<file path="src/rtl/serial_adder.sv">
// serial_adder: bit-serial adder, one full-adder cell plus a carry flip-flop, LSB first.
module serial_adder #(
  parameter int WIDTH = 8
) (
  input  logic             clk,
  input  logic             rst,
  input  logic             start,
  input  logic [WIDTH-1:0] a,
  input  logic [WIDTH-1:0] b,
  input  logic             carry_in,
  output logic             busy,
  output logic             done,
  output logic [WIDTH-1:0] sum,
  output logic             carry_out
);
  localparam int CW = $clog2(WIDTH);
  localparam logic [CW-1:0] LAST = CW'(WIDTH - 1);
  typedef enum logic [1:0] {IDLE, RUN, DONE} state_t;
  state_t           state;
  logic [CW-1:0]    cnt;
  logic             carry_reg;
  logic [WIDTH-1:0] shift_a;
  logic [WIDTH-1:0] shift_b;
  logic [WIDTH-2:0] shift_r;
  logic             fa_sum;
  logic             fa_co;
  always_comb begin
    fa_sum = shift_a[0] ^ shift_b[0] ^ carry_reg;
    fa_co  = (shift_a[0] & shift_b[0]) | (carry_reg & (shift_a[0] ^ shift_b[0]));
  end
  // shift_r collects the first WIDTH-1 sum bits; the last bit joins it on completion
  always_ff @(posedge clk) begin
    if (rst) begin
      state     <= IDLE;
      busy      <= 1'b0;
      done      <= 1'b0;
      sum       <= '0;
      carry_out <= 1'b0;
      cnt       <= '0;
      carry_reg <= 1'b0;
      shift_a   <= '0;
      shift_b   <= '0;
      shift_r   <= '0;
    end else begin
      case (state)
        IDLE: begin
          done <= 1'b0;
          if (start) begin
            shift_a   <= a;
            shift_b   <= b;
            carry_reg <= carry_in;
            cnt       <= '0;
            busy      <= 1'b1;
            state     <= RUN;
          end
        end
        RUN: begin
          shift_a   <= shift_a >> 1;
          shift_b   <= shift_b >> 1;
          shift_r   <= (WIDTH-1)'({fa_sum, shift_r} >> 1);
          carry_reg <= fa_co;
          cnt       <= cnt + 1'b1;
          if (cnt == LAST) begin
            sum       <= {fa_sum, shift_r};
            carry_out <= fa_co;
            done      <= 1'b1;
            busy      <= 1'b0;
            state     <= DONE;
          end
        end
        DONE: begin
          done  <= 1'b0;
          state <= IDLE;
        end
        default: state <= IDLE;
      endcase
    end
  end
endmodule

</file>
<file path="config.mk">
export PLATFORM = sky130hd
export DESIGN_NAME = serial_adder
export DESIGN_NICKNAME = d
export VERILOG_FILES = /design/src/rtl/serial_adder.sv
export SDC_FILE = /design/constraint.sdc
export NUM_CORES = 1
export LEC_CHECK = 0
export ABC_CLOCK_PERIOD_IN_PS = 1800
export BUFFER_PORTS_ARGS = -buffer_cell sky130_fd_sc_hd__buf_2
export CAP_MARGIN = 20
export CELL_PAD_IN_SITES_DETAIL_PLACEMENT = 2
export CELL_PAD_IN_SITES_GLOBAL_PLACEMENT = 2
export CORE_MARGIN = 4
export CORE_UTILIZATION = 32
export DETAILED_ROUTE_END_ITERATION = 10
export HOLD_SLACK_MARGIN = 0.12
export PLACE_DENSITY = 0.84
export SLEW_MARGIN = 5
export SYNTH_ARGS = -nofsm -noshare
export SYNTH_HDL_FRONTEND = slang
export SYNTH_SLANG_ARGS = --single-unit
</file>
<file path="constraint.sdc">
create_clock -name clk -period 1.8 [get_ports clk]
set_clock_uncertainty 0.05 [all_clocks]
set_input_delay 0.36 -clock clk [delete_from_list [all_inputs] [get_ports clk]]
set_output_delay 0.36 -clock clk [all_outputs]
set_load 0.01 [all_outputs]
</file>
==> summary.txt <==
Yosys
  • Fraction of registers with async set/reset: 0%
  • Ys Warns: 0
  • Synthesized area: approximately 0.0017 mm^2
  • Mapped Cells: roughly 200
  • EDFF count, synth: 0
  • #FFs+latches synth: 40
  • Seq/Total Area, Yosys: 46.5%
  • Netlist cell types: 27
  • Avg Cell Area, Syn: 8.66 um^2
  • Main flop type after synthesis: dfxtp_1
  • Syn Nets: 222

Routing
  • Antenna-violating nets left: 0
  • Vias per cell: 5.02
  • Uppermost routed layer: met4
  • Initial drt markers: 69
  • WL met2: 2.35 mm
  • Remaining DRCs: 0
  • WL met3: 169 um
  • Detailed-route via count: between 1,500 and 2,000
  • DRT Pass-1 Iters: 4
  • DRT met1 WL: 2.05 mm
  • Drt total wl: about 4.6 mm
  • Mean routed wirelength per cell: 15.4 um

Layout
  • Fin nets: 252
  • Fin util: 38.7%
  • Share of layout cells above drive strength 1: roughly 25%
  • Number of diodes: 0
  • Fillers: 605
  • Most common cell after layout, fill and taps aside: nand2_1
  • Layout area overhead: 16.2%
  • Most frequent cells in the layout: 53 x nand2_1, 40 x dfxtp_1, 30 x buf_2
  • Biggest regs: shift_a: 8 flops, shift_b: 8 flops, sum: 8 flops
  • Non-Filler Instances: 300

Timing
  • Tcrit/Tclk final: 87.7%
  • Setup violators final: 0
  • Setup TNS: 0 ns
  • Hold WS: 0.275 ns
  • Slew of the pin with the lowest slew margin: 0.604 ns
  • Fin crit period: 1.58 ns
  • Fmax: 0.633 GHz
  • Unrepaired setup endpoints after global routing: no
  • Final Max Slew Viols: 0
  • Worst slew margin: 59.7%
  • Final hold vios: 0

Floorplanning
  • Rows: 26
  • Die Y: 81.4 um
  • I/O Pins: 31
  • Starting density of the core: about a third
  • Die ar.: 0.00662 mm^2
  • CORE AREA: 0.00517 mm^2
  • Die Width: 81.4 um

CTS
  • Setup Buffers After CTS: 0
  • Clk sinks: 40
  • Worst-Skew Late Latency: 0.29 ns
  • Root Driver: clkbuf_8
  • CTS H-tree depth: 2
  • CTS Buffer Depth: 2
  • Number of buffers created by CTS: 5
  • Clk slew on worst S/H paths: around 0.080 ns
  • CTS tree: yes
  • Post-CTS Resized: 0
  • Hold_buf cts: 0

Place
  • PortBufs: 30
  • GPL Wtd Cong: 0.699
  • Dpl cells: 292
  • Hpwl dp: 3.19 mm

Flow run
  • Max Cap Viol: 0

Worst setup path
  • Reg2reg end: shift_a[2]$_SDFFE_PP0P_
  • Crit start category: flip-flop
  • Reg2Reg Depth: 3
  • Worst Path Class, Setup: flip-flop to flip-flop
  • FF-to-FF Start: state[1]$_SDFFE_PP0P_
  • Worst path required time: 1.96 ns
  • Critical Path AT: 1.74 ns
  • Crit path to: shift_a[2]$_SDFFE_PP0P_
  • Crit-path max FO: 17
  • Critical Path Sink Type: flip-flop
  • Worst setup startpoint: state[1]$_SDFFE_PP0P_
  • Setup slack, reg-to-reg: between 0.2 and 0.25 ns

Power and ir drop
  • Power Density: 887 mW/mm^2
  • Logic gate share of total power: 11.0%
  • Total power: roughly 1.8 mW
  • VDD IR max: 261 uV
  • Clock power share: 35.3%
  • Sw power: 0.464 mW
  • Lkg Pwr: 0.789 nW
  • Seq pwr share: 53.7%
  • Switching Fraction: 26.1%
  • P_int: 1.31 mW

GRT
  • Total grt overflow: 0
  • Initial antenna violation count: 0
  • Maximum number of pins on one net before global-route repair: 40
  • Total global-route track usage: 15.9%
  • First-pass GRT wire length: 8.03 mm
  • Vias in the first global route: 1,638

Hold path
  • HP Class: input port to flip-flop

Outcome
  • Status: complete, no violations
worst min path at each step:
stage / slack [ns] / end / start / depth (start not counted)
after floorplan: 0.39 / shift_r[0]$_SDFFE_PP0P_ / shift_r[0]$_SDFFE_PP0P_ / 2
after global placement: 0.39 / sum[3]$_SDFFE_PP0P_ / sum[3]$_SDFFE_PP0P_ / 2
after detailed placement: 0.40 / carry_out$_SDFFE_PP0P_ / carry_out$_SDFFE_PP0P_ / 2
after CTS: 0.27 / shift_b[6]$_SDFFE_PP0P_ / b[6] / 3
after global routing: 0.28 / shift_a[7]$_SDFFE_PP0P_ / a[7] / 3
final: 0.28 / shift_b[6]$_SDFFE_PP0P_ / b[6] / 3
cells in the mapped netlist, drive strengths merged (2+ instances only):
cell type	number	area, um^2
a21oi	24	120
nand3	12	60.1
inv	3	11.3
nand2	53	199
ha	2	25.0
o21ai	3	15.0
dfxtp	40	801
clkbuf	4	15.0
buf	13	111
nand2b	3	26.3
a311oi	14	173
nand3b	3	22.5
nor2	16	60.1
power groups by stage:
stage / clock (mW) / combinational [mW] / sequential [mW]
2_1_floorplan: 0 / 0.150 / 0.963
3_3_place_gp: 0 / 0.191 / 0.970
3_5_place_dp: 0 / 0.198 / 0.973
4_1_cts: 0.646 / 0.200 / 0.953
5_1_grt: 0.706 / 0.221 / 0.959
6_report: 0.626 / 0.196 / 0.953
final cells by class:
| cell class | count | area (um^2) | share of cell area, % |
|---|---|---|---|
| sequential | 40 | 801 | 40.0 |
| multi-input combinational | 139 | 785 | 39.2 |
| timing repair buffer | 40 | 225 | 11.3 |
| tap | 70 | 87.6 | 4.38 |
| clock buffer | 6 | 82.6 | 4.13 |
| inverter | 3 | 11.3 | 0.563 |
| clock inverter | 2 | 10.0 | 0.500 |
cell families after synthesis:
logic type	share of synthesized area (%)
muxes	0.581
DFF	46.5
adders and majority gates	2.61
AOI/OAI and AO/OA	19.5
buffers and inverters	7.99
and+or+nand+nor	22.9
layer usage:
layer  vias up  GRT usage [%]
met5         -              0
met1       742           19.1
met2        24           28.1
li1        734              -
met4         0           4.05
met3         5           3.77
critical path, cell delays in order, from the launching register on:
cell and delay [ns]:
dfxtp_1 0.39, and2b_1 0.62, nand2_1 0.14, a311oi_2 0.30
metrics by stage:
stage / setup slack (ns) / cell area, um^2
2_1_floorplan: 0.526 / 1720
3_3_place_gp: 0.257 / 1910
3_5_place_dp: 0.191 / 1910
4_1_cts: 0.188 / 2000
5_1_grt: 0.0555 / 2000
6_report: 0.221 / 2000
No activity file was read; power rests on OpenSTA's default activity.
